`config.mk`:
```
export PLATFORM = sky130hd
export DESIGN_NAME = io_bridge
export DESIGN_NICKNAME = d
export VERILOG_FILES = /design/src/rtl/io_bridge.sv
export SDC_FILE = /design/constraint.sdc
export NUM_CORES = 1
export LEC_CHECK = 0
export BUFFER_PORTS_ARGS = -buffer_cell sky130_fd_sc_hd__buf_4
export CAP_MARGIN = 15
export CELL_PAD_IN_SITES_DETAIL_PLACEMENT = 1
export CELL_PAD_IN_SITES_GLOBAL_PLACEMENT = 1
export CORE_ASPECT_RATIO = 0.7
export CORE_MARGIN = 1.5
export CORE_UTILIZATION = 53
export CTS_BUF_LIST = sky130_fd_sc_hd__clkbuf_2 sky130_fd_sc_hd__clkbuf_4 sky130_fd_sc_hd__clkbuf_8
export DETAILED_ROUTE_END_ITERATION = 16
export PLACE_DENSITY_LB_ADDON = 0.1
export SETUP_SLACK_MARGIN = 0.5
export SLEW_MARGIN = 20
export SYNTH_ARGS = -nofsm -noshare
export SYNTH_HDL_FRONTEND = slang
export SYNTH_SLANG_ARGS = --single-unit
```
`constraint.sdc`:
```
create_clock -name clk_in -period 6.1 [get_ports clk_in]
set_clock_uncertainty 0.1 [all_clocks]
set_input_delay 0 -clock clk_in [delete_from_list [all_inputs] [get_ports clk_in]]
set_output_delay 0 -clock clk_in [all_outputs]
set_load 0.02 [all_outputs]
```
`src/rtl/io_bridge.sv`:
```
// Memory-mapped I/O endpoint on the CPU byte bus (claims mem_a[17:16] == 2'b11).
// TX FIFO feeding a UART serialiser, RX byte and cycle-counter reads, sticky program stop.
module io_bridge #(
    parameter int FIFO_AW      = 4,
    parameter int CLKS_PER_BIT = 100
) (
    input  logic        clk_in,
    input  logic        rst_in_n,
    input  logic        rdy_in,
    input  logic [31:0] mem_a,
    input  logic [7:0]  mem_dout,
    input  logic        mem_wr,
    output logic [7:0]  io_din,
    output logic        io_sel,
    output logic        io_buffer_full,
    input  logic [7:0]  rx_data,
    input  logic        rx_valid,
    output logic        rx_pop,
    output logic        uart_tx,
    output logic        program_stop
);
    // state   | meaning
    // S_IDLE  | line high, waiting for a byte in the FIFO
    // S_START | start bit (line low)
    // S_DATA  | 8 data bits, LSB first
    // S_STOP  | stop bit (line high); chains straight into S_START if more data
    typedef enum logic [1:0] {S_IDLE, S_START, S_DATA, S_STOP} tx_state_t;

    localparam int                DEPTH     = 1 << FIFO_AW;
    localparam logic [FIFO_AW:0]  DEPTH_C   = (FIFO_AW+1)'(DEPTH);
    localparam logic [FIFO_AW:0]  ALMOST_C  = (FIFO_AW+1)'(DEPTH - 2);
    localparam logic [15:0]       BAUD_LOAD = 16'(CLKS_PER_BIT - 1);

    logic [2:0] offset;
    logic       access, wr_acc, rd_acc;

    assign offset = mem_a[2:0];
    assign access = rdy_in && (mem_a[17:16] == 2'b11);
    assign wr_acc = access && mem_wr;
    assign rd_acc = access && !mem_wr;

    // Remaining address bits take no part in the decode.
    logic unused_addr;
    assign unused_addr = ^{mem_a[31:18], mem_a[15:3]};

    logic [7:0]       fifo_mem [DEPTH];
    logic [FIFO_AW:0] wr_ptr, rd_ptr, wr_ptr_nxt, rd_ptr_nxt, count, count_nxt;
    logic             fifo_full, fifo_empty, push_req, push, pop;
    logic [7:0]       push_data, fifo_head;

    assign count      = wr_ptr - rd_ptr;
    assign fifo_full  = (count == DEPTH_C);
    assign fifo_empty = (count == '0);
    assign push_req   = wr_acc && (((offset == 3'd0) && (mem_dout != 8'h00)) || (offset == 3'd4));
    assign push       = push_req && !fifo_full;
    assign push_data  = (offset == 3'd4) ? 8'h00 : mem_dout;
    assign fifo_head  = fifo_mem[rd_ptr[FIFO_AW-1:0]];
    assign wr_ptr_nxt = wr_ptr + (FIFO_AW+1)'(push);
    assign rd_ptr_nxt = rd_ptr + (FIFO_AW+1)'(pop);
    assign count_nxt  = wr_ptr_nxt - rd_ptr_nxt;

    always_ff @(posedge clk_in) begin
        if (push) fifo_mem[wr_ptr[FIFO_AW-1:0]] <= push_data;
    end

    // Almost-full tracks the post-edge count so the core sees it without extra lag.
    always_ff @(posedge clk_in or negedge rst_in_n) begin
        if (!rst_in_n) begin
            wr_ptr         <= '0;
            rd_ptr         <= '0;
            io_buffer_full <= 1'b0;
        end else begin
            wr_ptr         <= wr_ptr_nxt;
            rd_ptr         <= rd_ptr_nxt;
            io_buffer_full <= (count_nxt >= ALMOST_C);
        end
    end

    logic [31:0] counter, cnt_latch;

    always_ff @(posedge clk_in or negedge rst_in_n) begin
        if (!rst_in_n) begin
            counter      <= '0;
            cnt_latch    <= '0;
            program_stop <= 1'b0;
            io_din       <= 8'h00;
            io_sel       <= 1'b0;
            rx_pop       <= 1'b0;
        end else begin
            counter <= counter + 32'd1;
            if (wr_acc && (offset == 3'd4)) program_stop <= 1'b1;
            io_sel <= rd_acc;
            rx_pop <= rd_acc && (offset == 3'd0) && rx_valid;
            io_din <= 8'h00;
            if (rd_acc) begin
                case (offset)
                    3'd0: io_din <= rx_valid ? rx_data : 8'h00;
                    3'd4: begin
                        cnt_latch <= counter;
                        io_din    <= counter[7:0];
                    end
                    3'd5: io_din <= cnt_latch[15:8];
                    3'd6: io_din <= cnt_latch[23:16];
                    3'd7: io_din <= cnt_latch[31:24];
                    default: io_din <= 8'h00;
                endcase
            end
        end
    end

    tx_state_t  tx_state, tx_state_nxt;
    logic [15:0] baud_cnt, baud_cnt_nxt;
    logic [2:0]  bit_idx, bit_idx_nxt;
    logic [7:0]  tx_shift, tx_shift_nxt;
    logic        baud_tc;

    assign baud_tc = (baud_cnt == 16'd0);

    always_ff @(posedge clk_in or negedge rst_in_n) begin
        if (!rst_in_n) begin
            tx_state <= S_IDLE;
            baud_cnt <= '0;
            bit_idx  <= '0;
            tx_shift <= '0;
        end else begin
            tx_state <= tx_state_nxt;
            baud_cnt <= baud_cnt_nxt;
            bit_idx  <= bit_idx_nxt;
            tx_shift <= tx_shift_nxt;
        end
    end

    always_comb begin
        tx_state_nxt = tx_state;
        baud_cnt_nxt = baud_tc ? BAUD_LOAD : baud_cnt - 16'd1;
        bit_idx_nxt  = bit_idx;
        tx_shift_nxt = tx_shift;
        pop          = 1'b0;
        case (tx_state)
            S_IDLE: begin
                baud_cnt_nxt = BAUD_LOAD;
                if (!fifo_empty) begin
                    pop          = 1'b1;
                    tx_shift_nxt = fifo_head;
                    tx_state_nxt = S_START;
                end
            end
            S_START: begin
                if (baud_tc) begin
                    bit_idx_nxt  = 3'd0;
                    tx_state_nxt = S_DATA;
                end
            end
            S_DATA: begin
                if (baud_tc) begin
                    if (bit_idx == 3'd7) tx_state_nxt = S_STOP;
                    else                 bit_idx_nxt  = bit_idx + 3'd1;
                end
            end
            S_STOP: begin
                if (baud_tc) begin
                    if (!fifo_empty) begin
                        pop          = 1'b1;
                        tx_shift_nxt = fifo_head;
                        tx_state_nxt = S_START;
                    end else begin
                        tx_state_nxt = S_IDLE;
                    end
                end
            end
        endcase
    end

    // Decoded straight from the async-reset state so reset forces the line idle at once.
    assign uart_tx = (tx_state == S_START) ? 1'b0 :
                     (tx_state == S_DATA)  ? tx_shift[bit_idx] : 1'b1;

endmodule

```
==> flow_metrics.env, run 1 <==
export IMPL_antennaDiodeCount=0
export IMPL_die_w_um=168
export IMPL_finalSetupViolations=0
export IMPL_hpwlAfterDp_um=15700
export IMPL_synth_compound_area_frac=0.0388
export IMPL_firstDrtPassIters=5
export IMPL_r2r_start="rd_ptr[3]"
export IMPL_grt_total_usage=0.262
export IMPL_worstSetupStartpointType="register"
export IMPL_synth_top_family_by_area="multiplexers"
export IMPL_async_reset_ff_frac=0.455
export IMPL_power_mw=4.48
export IMPL_regToRegEndpoint="io_buffer_full"
export IMPL_yosysWarningCount=0
export IMPL_initial_core_util=0.549
export IMPL_cpMostUsedCell="ha_1"
export IMPL_vdd_drop_max_uv=199
export IMPL_fp_row_count=41
export IMPL_yosysUniqueCellTypes=52
export IMPL_insertion_delay_ns=0.53
export IMPL_slowest_stage="xnor2_1"
export IMPL_setup_ws_ns=1.47
export IMPL_end_kind="register"
export IMPL_arrival_ns=4.93
export IMPL_drc=0
export IMPL_critPathBufInv=3
export IMPL_antenna_found_initial=2
export IMPL_p_int_mw=3.10
export IMPL_die_area_um2=19800
export IMPL_cts_max_level=2
export IMPL_yosysSeqAreaShare=0.648
export IMPL_worst_pin_slew_ns=1.15
export IMPL_max_freq_mhz=216
export IMPL_rsz0062_at_grt="no"
export IMPL_min_path_type="in -> reg"
export IMPL_hold_depth=2
export IMPL_cts_resized=0
export IMPL_seq_area_um2=6520
export IMPL_avgRoutedWirePerCell_um=24.3
export IMPL_multi_input_area_um2=3410
export IMPL_synthesis_area_um2=10100
export IMPL_min_period_over_period=0.759
export IMPL_pre_cts_ws_ns=1.59
export IMPL_p_sw_mw=1.38
export IMPL_die_height_um=118
export IMPL_critPathMaxFanout=17
export IMPL_maxSlewViolCount=0
export IMPL_place_area_um2=10700
export IMPL_cts_tree="yes"
export IMPL_outcome="finished, final reports clean"
export IMPL_port_buffers=38
export IMPL_clkPwrFrac=0.303
export IMPL_worstSetupPathType="reg -> reg"
export IMPL_cpLargestDelayFamily="XOR/XNOR gates"
export IMPL_drive_gt1_frac=0.283
export IMPL_clkTransAtPathRegs_ns=0.07
export IMPL_stdcell_area_um2=11800
export IMPL_fin_hold_ws_ns=0.0556
export IMPL_ant_nets=0
export IMPL_max_cap_violations=0
export IMPL_ctsLongestPathBuffers=3
export IMPL_relSlewSlack=0.233
export IMPL_postSynthCellCount=645
export IMPL_grt_pass1_vias=6543
export IMPL_grt_overflow_total=0
export IMPL_cts_root_buffer="clkbuf_8"
export IMPL_fillers=1669
export IMPL_synth_seq_cells=235
export IMPL_period_needed_ns=4.63
export IMPL_routed_wl_um=24700
export IMPL_synthAdderAreaFrac=0.0281
export IMPL_p_per_area_nw_per_um2=379
export IMPL_grt_pass1_wl_um=38600
export IMPL_cts_made_buffers=38
export IMPL_muxShareOfSynthArea=0.142
export IMPL_grt_max_degree=79
export IMPL_cts_setup_buffers=0
export IMPL_layout_nets=829
export IMPL_worstPathCellList="inv_2 -> ha_1 -> a21oi_1 -> o21ai_0 -> xnor2_1 -> o311ai_2 -> buf_4 -> inv_1 -> ha_1 -> ha_1 -> xor2_1 -> ha_1 -> a21o_1 -> a21oi_1 -> xnor2_1 -> a22oi_1 -> o21ai_0"
export IMPL_syn_to_final_growth_pct=17.6
export IMPL_min_delay_start="mem_dout[4]"
export IMPL_post_drt_via_cell_ratio=6.01
export IMPL_hold_buffers=29
export IMPL_syn_avg_cell_area_um2=15.6
export IMPL_synth_nets=720
export IMPL_slowest_delay_ns=0.86
export IMPL_hold_path_endpoint="fifo_mem[10][4]"
export IMPL_synth_edff_count=128
export IMPL_gp_congestion=0.767
export IMPL_clock_sinks=235
export IMPL_reg2reg_slack_ns=1.47
export IMPL_p_leak_nw=4.67
export IMPL_rr_worst_depth=17
export IMPL_synthXorXnorAreaFrac=0.0462
export IMPL_combPwrFrac=0.285
export IMPL_hold_viol=0
export IMPL_p_sw_frac=0.308
export IMPL_crit_required_ns=6.40
export IMPL_p_seq_frac=0.413
export IMPL_vias=6117
export IMPL_fin_tns_setup_ns=0
export IMPL_synth_flop_cell="edfxtp_1"
export IMPL_io_pins=66
export IMPL_first_iter_violations=604
export IMPL_core_area_um2=18300
export IMPL_synthSimpleGateAreaFrac=0.0805
## synthesized netlist by cell type, drive strengths merged, types with 2 or more instances
cell / instances / area (µm²)
a21o: 4 / 30.0
a21oi: 10 / 50.1
a221oi: 2 / 35.0
a222oi: 7 / 70.1
a22o: 7 / 61.3
a22oi: 3 / 22.5
a31oi: 2 / 12.5
and2: 3 / 18.8
and3: 8 / 50.1
and4: 4 / 35.0
buf: 7 / 32.5
clkbuf: 14 / 52.6
dfrtp: 107 / 2680
edfxtp: 128 / 3840
ha: 21 / 263
inv: 21 / 78.8
mux2: 40 / 450
mux2i: 3 / 30.0
mux4: 42 / 946
nand2: 28 / 105
nand2b: 5 / 31.3
nand3: 23 / 115
nand4: 4 / 25.0
nor2: 33 / 124
nor2b: 11 / 68.8
nor3: 16 / 80.1
nor4: 9 / 56.3
o21ai: 10 / 50.0
or3: 3 / 21.3
or4: 4 / 37.5
xnor2: 43 / 377
xor2: 10 / 87.6
## kinds of logic (layout without fill, tap and decap cells)
logic type	after synthesis	count (layout)
simple gates	156	156
fa+ha+maj	22	22
xor+xnor	53	53
compound gates	52	52
flops	235	235
mux	85	85
buf+inv	42	178
## per-layer routing
metal  vias up  routed length (µm)  share of wire  track usage
li1       2678                   -              -            -
met1      3190               11000           0.44        0.383
met2       205               11300           0.46        0.397
met3        44                1830          0.074       0.0573
met4         0                 568          0.023       0.0766
met5         -                   0              0            0
## worst reg2reg max path: stages (launching register included)
cell and delay (ns):
dfrtp_1 0.39, inv_2 0.29, ha_1 0.36, a21oi_1 0.18, o21ai_0 0.14, xnor2_1 0.86
o311ai_2 0.21, buf_4 0.25, inv_1 0.08, ha_1 0.18, ha_1 0.20, xor2_1 0.21
ha_1 0.30, a21o_1 0.18, a21oi_1 0.19, xnor2_1 0.11, a22oi_1 0.16, o21ai_0 0.10
## flip-flops by register name, indices dropped and copies added, names as in the netlist
name and flops:
program_stop 1, tx_shift 8, baud_cnt 16, rx_pop 1, rd_ptr 5, counter 32, wr_ptr 5, io_sel 1
cnt_latch 24, io_din 8, tx_state 2, fifo_mem 128, bit_idx 3, io_buffer_full 1
## how the worst max path moves through the flow
stage | cells after the start | start | endpoint | slack [ns]
global route | 17 | rd_ptr[3] | io_buffer_full | 1.14
CTS | 17 | rd_ptr[3] | io_buffer_full | 1.53
finish | 17 | rd_ptr[3] | io_buffer_full | 1.47
floorplan | 20 | rd_ptr[1] | io_buffer_full | 1.52
global placement | 17 | rd_ptr[3] | io_buffer_full | 1.86
detailed placement | 17 | rd_ptr[3] | io_buffer_full | 1.59
## power by group through the flow
stage	combinational, mW	sequential [mW]	clock [mW]
finish	1.28	1.85	1.36
global route	1.40	1.86	1.45
CTS	1.28	1.85	1.38
detailed placement	1.25	1.88	0
global placement	1.20	1.87	0
floorplan	0.909	1.86	0
## metrics by stage
step,std cells,utilization
floorplan,645,-
global placement,916,0.585
detailed placement,916,0.585
CTS,1012,0.642
global route,1017,0.646
finish,1017,0.646
## cells in the final DEF, fill, tap and decap left out, types with 3 or more instances in the layout
cell type / n
edfxtp_1: 128
nand3_1: 23
nor2b_2: 5
nand2_1: 28
and4_1: 4
clkbuf_8: 42
inv_1: 20
mux2_2: 40
nor3_2: 3
nor3_1: 13
dlygate4sd3_1: 33
a21o_1: 4
xor2_1: 10
a21oi_1: 10
nand4_1: 4
clkinv_1: 3
xnor2_1: 43
nor2b_1: 6
o21ai_0: 9
mux4_2: 42
nand2b_1: 5
a22o_1: 7
a22oi_1: 3
a222oi_1: 7
nor4_1: 9
clkbuf_4: 16
mux2i_1: 3
and3_1: 8
nor2_1: 33
dfrtp_1: 106
ha_1: 21
buf_4: 56
## layout make-up
class                   count  area share
multi-input cells         368       0.288
repair buffers             90      0.0652
well taps                 236      0.0250
inverters                  21     0.00666
clock inverters             9     0.00455
flip-flops and latches    235       0.551
clock buffers              58      0.0590
Note: power is estimated with default switching activity, not from simulation.
==> inputs of run 2 (changes only) <==
==> constraint.sdc (replaced) <==
create_clock -name clk_in -period 4.55 [get_ports clk_in]
set_clock_uncertainty 0.1 [all_clocks]
set_input_delay 0 -clock clk_in [delete_from_list [all_inputs] [get_ports clk_in]]
set_output_delay 0 -clock clk_in [all_outputs]
set_load 0.02 [all_outputs]
==> run 2 against run 1 <==
Net effect: via count fell by 1.3%; setup slack got worse by 0.70 ns; clock power rose by 41%; routed wire length fell by 0.66%; fmax grew 22%; core utilization rose by 0.39 points; critical path depth is 1 lower.
==> flow_metrics.env, run 2 (synthesis gave the netlist of run 1 again) <==
export IMPL_outcome="finished, final reports clean"
export IMPL_maxSlewViolCount=0
export IMPL_cts_made_buffers=36
export IMPL_drive_gt1_frac=0.297
export IMPL_p_per_area_nw_per_um2=517
export IMPL_ant_nets=0
export IMPL_vias=6038
export IMPL_finalSetupViolations=0
export IMPL_rsz0062_at_grt="no"
export IMPL_die_w_um=168
export IMPL_antenna_found_initial=0
export IMPL_grt_pass1_wl_um=37500
export IMPL_port_buffers=38
export IMPL_core_area_um2=18300
export IMPL_layout_nets=830
export IMPL_worstSetupStartpointType="register"
export IMPL_ctsLongestPathBuffers=3
export IMPL_fillers=1676
export IMPL_regToRegEndpoint="io_buffer_full"
export IMPL_fp_row_count=41
export IMPL_avgRoutedWirePerCell_um=24.1
export IMPL_antennaDiodeCount=0
export IMPL_grt_total_usage=0.253
export IMPL_critPathLaunch="wr_ptr[1]"
export IMPL_stdcell_area_um2=11900
export IMPL_end_kind="register"
export IMPL_slowest_stage="dfrtp_2"
export IMPL_cts_root_buffer="clkbuf_8"
export IMPL_r2r_start="wr_ptr[1]"
export IMPL_relSlewSlack=0.300
export IMPL_worstPathCellList="ha_1 -> a21oi_1 -> o21ai_2 -> xnor2_4 -> o311ai_2 -> inv_1 -> ha_1 -> ha_1 -> inv_1 -> fa_1 -> inv_1 -> a21o_1 -> a21oi_1 -> xnor2_1 -> a22oi_1 -> o21ai_0"
export IMPL_reg2reg_slack_ns=0.77
export IMPL_die_area_um2=19800
export IMPL_cts_tree="yes"
export IMPL_syn_to_final_growth_pct=18.3
export IMPL_hpwlAfterDp_um=16100
export IMPL_worst_pin_slew_ns=1.05
export IMPL_insertion_delay_ns=0.54
export IMPL_initial_core_util=0.549
export IMPL_cts_setup_buffers=0
export IMPL_vdd_drop_max_uv=252
export IMPL_grt_pass1_vias=6446
export IMPL_largest_reg_flops=128
export IMPL_critPathMaxFanout=10
export IMPL_min_period_over_period=0.830
export IMPL_period_needed_ns=3.78
export IMPL_max_cap_violations=0
export IMPL_clkTransAtPathRegs_ns=0.07
export IMPL_io_pins=66
export IMPL_post_drt_via_cell_ratio=5.94
export IMPL_first_iter_violations=430
export IMPL_cts_max_level=2
export IMPL_min_path_type="in -> async"
export IMPL_drc=0
export IMPL_grt_overflow_total=0
export IMPL_clock_sinks=235
export IMPL_slowest_delay_ns=0.48
export IMPL_gp_congestion=0.790
export IMPL_place_area_um2=10800
export IMPL_crit_required_ns=4.84
export IMPL_die_height_um=118
export IMPL_final_cell_mix="edfxtp_1, dfrtp_1, buf_4"
export IMPL_hold_viol=0
export IMPL_fin_hold_ws_ns=0.0254
export IMPL_routed_wl_um=24500
export IMPL_max_freq_mhz=265
export IMPL_fin_tns_setup_ns=0
export IMPL_firstDrtPassIters=5
export IMPL_worstSetupPathType="reg -> reg"
export IMPL_p_leak_nw=4.71
export IMPL_grt_max_degree=68
export IMPL_arrival_ns=4.07
export IMPL_rr_worst_depth=16
export IMPL_final_common_cell="edfxtp_1"
-- run 2: changes by cell type in the layout (fill, tap and decap cells not counted), moves of 3 or more --
cell / before / now
bufinv_16: 0 / 3
clkbuf_4: 16 / 12
buf_4: 56 / 63
nor3_1: 13 / 16
nor3_2: 3 / 0
dfrtp_2: 1 / 4
dfrtp_1: 106 / 103
dlygate4sd3_1: 33 / 30
-- run 2: worst max path at each step --
| stage | to | cells after the start |
|---|---|---|
| after floorplan | io_buffer_full | 20 |
| after global placement | io_buffer_full | 14 |
| after detailed placement | io_buffer_full | 14 |
| after CTS | io_buffer_full | 14 |
| after global routing | io_buffer_full | 16 |
| final | io_buffer_full | 16 |
-- run 2: layout make-up --
class / count / area, µm² / area share
Clock buffer: 53 / 654 / 0.0550
Clock inverter: 11 / 135 / 0.0114
Inverter: 21 / 78.8 / 0.00662
Multi-Input combinational cell: 368 / 3440 / 0.289
Sequential cell: 235 / 6530 / 0.548
Tap cell: 236 / 295 / 0.0248
Timing Repair Buffer: 93 / 773 / 0.0650
-- run 2: what timing repair did --
action | 4_1_cts | 5_1_grt
endpoints found under the setup margin | 0 | 1
endpoints found under the hold margin | 83 | 112
hold buffers | 23 | 7
resized for setup | 0 | 10
-- run 2: critical path, delay by kind of cell, from the launching register on --
kind            cells  cell delay [ns]
compound gates      7             1.11
xor+xnor            2             0.34
fa+ha+maj           4             1.36
flops               1             0.48
buf+inv             3             0.23
-- run 2: per-layer routing --
layer  share of wire  global-route usage  routed length, µm
met3           0.058              0.0546               1420
met4           0.015              0.0625                365
met5               0                   0                  0
met2            0.46               0.382              11400
met1            0.46               0.379              11400
-- run 2: stage by stage --
stage,power [mW],util,instances,setup slack [ns]
2_1_floorplan,3.72,-,645,0.504
3_3_place_gp,4.11,0.587,923,0.694
3_5_place_dp,4.20,0.587,923,0.595
4_1_cts,6.13,0.643,1010,0.533
5_1_grt,6.44,0.650,1017,0.497
6_report,6.15,0.650,1017,0.772
-- run 2: power by group --
| part | leakage (nW) | switching (mW) | internal [mW] | total, mW |
|---|---|---|---|---|
| clock | 0.420 | 0.820 | 1.10 | 1.92 |
| sequential | 2.57 | 0.104 | 2.38 | 2.48 |
| combinational | 1.72 | 0.923 | 0.828 | 1.75 |
| total | 4.71 | 1.85 | 4.30 | 6.15 |
==> inputs of run 3 (changes only) <==
--- a/config.mk
+++ b/config.mk
@@ -11,7 +11,7 @@
 export CELL_PAD_IN_SITES_GLOBAL_PLACEMENT = 1
 export CORE_ASPECT_RATIO = 0.7
 export CORE_MARGIN = 1.5
-export CORE_UTILIZATION = 53
+export CORE_UTILIZATION = 48
 export CTS_BUF_LIST = sky130_fd_sc_hd__clkbuf_2 sky130_fd_sc_hd__clkbuf_4 sky130_fd_sc_hd__clkbuf_8
 export DETAILED_ROUTE_END_ITERATION = 16
 export PLACE_DENSITY_LB_ADDON = 0.1
==> constraint.sdc (replaced) <==
create_clock -name clk_in -period 3.3 [get_ports clk_in]
set_clock_uncertainty 0.1 [all_clocks]
set_input_delay 0 -clock clk_in [delete_from_list [all_inputs] [get_ports clk_in]]
set_output_delay 0 -clock clk_in [all_outputs]
set_load 0.02 [all_outputs]
==> run 3 against run 2 <==
Net effect: the run now ends with setup timing left; first-iteration DRC count is 11% higher; sequential power is 37% higher; largest cell class unchanged; routed wire length is 3.3% higher; cell count is 8.2% higher; die area is 10% higher; non-clock buffer count is 42 higher; critical path depth is 2 higher; core utilization is 4.5 points lower.
==> flow_metrics.env, run 3 (synthesis gave the netlist of run 1 again) <==
export IMPL_maxSlewViolCount=0
export IMPL_port_buffers=38
export IMPL_drc=0
export IMPL_hpwlAfterDp_um=16700
export IMPL_initial_core_util=0.487
export IMPL_cts_root_buffer="clkbuf_8"
export IMPL_grt_pass1_vias=6572
export IMPL_cts_made_buffers=38
export IMPL_relSlewSlack=0.455
export IMPL_power_mw=8.90
export IMPL_r2r_start="wr_ptr[0]"
export IMPL_rsz0062_at_grt="yes"
export IMPL_final_common_cell="edfxtp_1"
export IMPL_worst_pin_slew_ns=0.818
export IMPL_violations="setup timing"
export IMPL_worstSetupPathType="reg -> reg"
export IMPL_regToRegEndpoint="io_buffer_full"
export IMPL_seq_area_um2=6520
export IMPL_p_leak_nw=4.92
export IMPL_p_sw_frac=0.312
export IMPL_routed_wl_um=25300
export IMPL_end_kind="register"
export IMPL_ctsLongestPathBuffers=3
export IMPL_core_area_um2=20600
export IMPL_cts_max_level=2
export IMPL_fillers=1948
export IMPL_combPwrFrac=0.334
export IMPL_grt_overflow_total=0
export IMPL_setup_ws_ns=-0.174
export IMPL_period_needed_ns=3.47
export IMPL_rr_worst_depth=18
export IMPL_p_seq_frac=0.382
export IMPL_antenna_found_initial=1
export IMPL_post_drt_via_cell_ratio=5.66
export IMPL_min_period_over_period=1.05
export IMPL_drive_gt1_frac=0.340
export IMPL_ant_nets=0
export IMPL_cts_tree="yes"
export IMPL_fin_hold_ws_ns=0.0183
export IMPL_vdd_drop_max_uv=404
export IMPL_grt_total_usage=0.238
export IMPL_p_per_area_nw_per_um2=713
export IMPL_insertion_delay_ns=0.53
export IMPL_outcome="complete, but fails checks"
export IMPL_io_pins=66
export IMPL_die_w_um=176
export IMPL_avgRoutedWirePerCell_um=23.0
export IMPL_final_cell_mix="edfxtp_1, dfrtp_1, buf_4"
export IMPL_gp_congestion=0.841
export IMPL_min_path_type="in -> async"
export IMPL_pre_cts_ws_ns=-0.234
export IMPL_grt_max_degree=62
export IMPL_worstSetupStartpointType="register"
export IMPL_hold_viol=0
export IMPL_clkTransAtPathRegs_ns=0.07
export IMPL_fin_tns_setup_ns=-0.174
export IMPL_grt_pass1_wl_um=38400
export IMPL_p_int_mw=6.13
export IMPL_layout_nets=874
export IMPL_multi_input_area_um2=3660
export IMPL_clock_sinks=235
export IMPL_die_area_um2=21800
export IMPL_arrival_ns=3.78
export IMPL_crit_required_ns=3.61
export IMPL_clkPwrFrac=0.284
export IMPL_die_height_um=124
export IMPL_fp_row_count=44
export IMPL_first_iter_violations=476
export IMPL_finalSetupViolations=1
export IMPL_syn_to_final_growth_pct=24.1
export IMPL_firstDrtPassIters=5
export IMPL_fin_util=0.605
export IMPL_vias=6221
export IMPL_p_sw_mw=2.77
export IMPL_reg2reg_slack_ns=-0.17
export IMPL_largest_reg_flops=128
export IMPL_max_freq_mhz=288
export IMPL_critPathMaxFanout=2
export IMPL_max_cap_violations=0
[run 3: cell types whose count changed in the layout (fill, tap and decap cells not counted), sizes merged]
cell,before,now
clkbuf,53,48
dlygate4sd3,30,33
clkinv,6,11
dlymetal6s4s,0,1
diode,0,1
buf,63,101
clkinvlp,0,2
bufinv,3,2
inv,23,22
[run 3: layout make-up]
cell class / instances / area share
tap: 276 / 0.0277
clock buffer: 48 / 0.0494
timing repair buffer: 135 / 0.0901
multi-input combinational: 368 / 0.293
antenna: 1 / 0.000200
inverter: 21 / 0.00691
sequential: 235 / 0.522
clock inverter: 16 / 0.0105
[run 3: power groups by stage]
stage / sequential [mW] / clock (mW) / combinational [mW]
2_1_floorplan: 3.45 / 0 / 1.85
3_3_place_gp: 3.44 / 0 / 2.59
3_5_place_dp: 3.45 / 0 / 2.71
4_1_cts: 3.39 / 2.58 / 2.86
5_1_grt: 3.42 / 2.73 / 3.21
6_report: 3.40 / 2.53 / 2.97
[run 3: how the worst max path moves through the flow]
stage           startpoint             end  slack (ns)  depth (start not counted)
2_1_floorplan    rd_ptr[1]  io_buffer_full       -0.31                         19
3_3_place_gp   baud_cnt[0]  io_buffer_full        -0.1                         16
3_5_place_dp   baud_cnt[1]  io_buffer_full       -0.23                         16
4_1_cts        baud_cnt[0]  io_buffer_full       -0.23                         16
5_1_grt        baud_cnt[0]  io_buffer_full       -0.34                         16
6_report         wr_ptr[0]  io_buffer_full       -0.17                         18
[run 3: per-layer routing]
| layer | vias to the layer above | wire [µm] | GRT usage |
|---|---|---|---|
| met1 | 3289 | 11700 | 0.350 |
| met3 | 28 | 1370 | 0.0479 |
| met5 | - | 0 | 0 |
| met4 | 0 | 305 | 0.0625 |
| li1 | 2760 | - | - |
| met2 | 144 | 11900 | 0.366 |
[run 3: worst max-delay path: stages, from the launching register on]
cell and delay (ns):
dfrtp_1 0.39, inv_1 0.13, ha_1 0.21, inv_1 0.08
a31oi_1 0.20, xnor2_1 0.13, buf_4 0.15, o311ai_4 0.34
inv_4 0.05, ha_4 0.28, inv_1 0.09, ha_4 0.18
fa_2 0.34, inv_2 0.06, a21o_1 0.12, a21oi_2 0.07
xnor2_2 0.14, a22oi_1 0.18, o21ai_1 0.09
[run 3: timing repair]
| action | CTS | global route |
|---|---|---|
| hold buffers | 34 | 0 |
| pin swaps | 8 | 8 |
| setup endpoints to repair | 10 | 29 |
| gates resized for setup | 15 | 16 |
| endpoints found under the hold margin | 186 | 0 |
| buffers inserted | 2 | 2 |
[run 3: metrics by stage]
step	area (µm²)	std cells
2_1_floorplan	10200	645
3_3_place_gp	11200	997
3_5_place_dp	11200	997
4_1_cts	12300	1097
5_1_grt	12500	1099
6_report	12500	1100
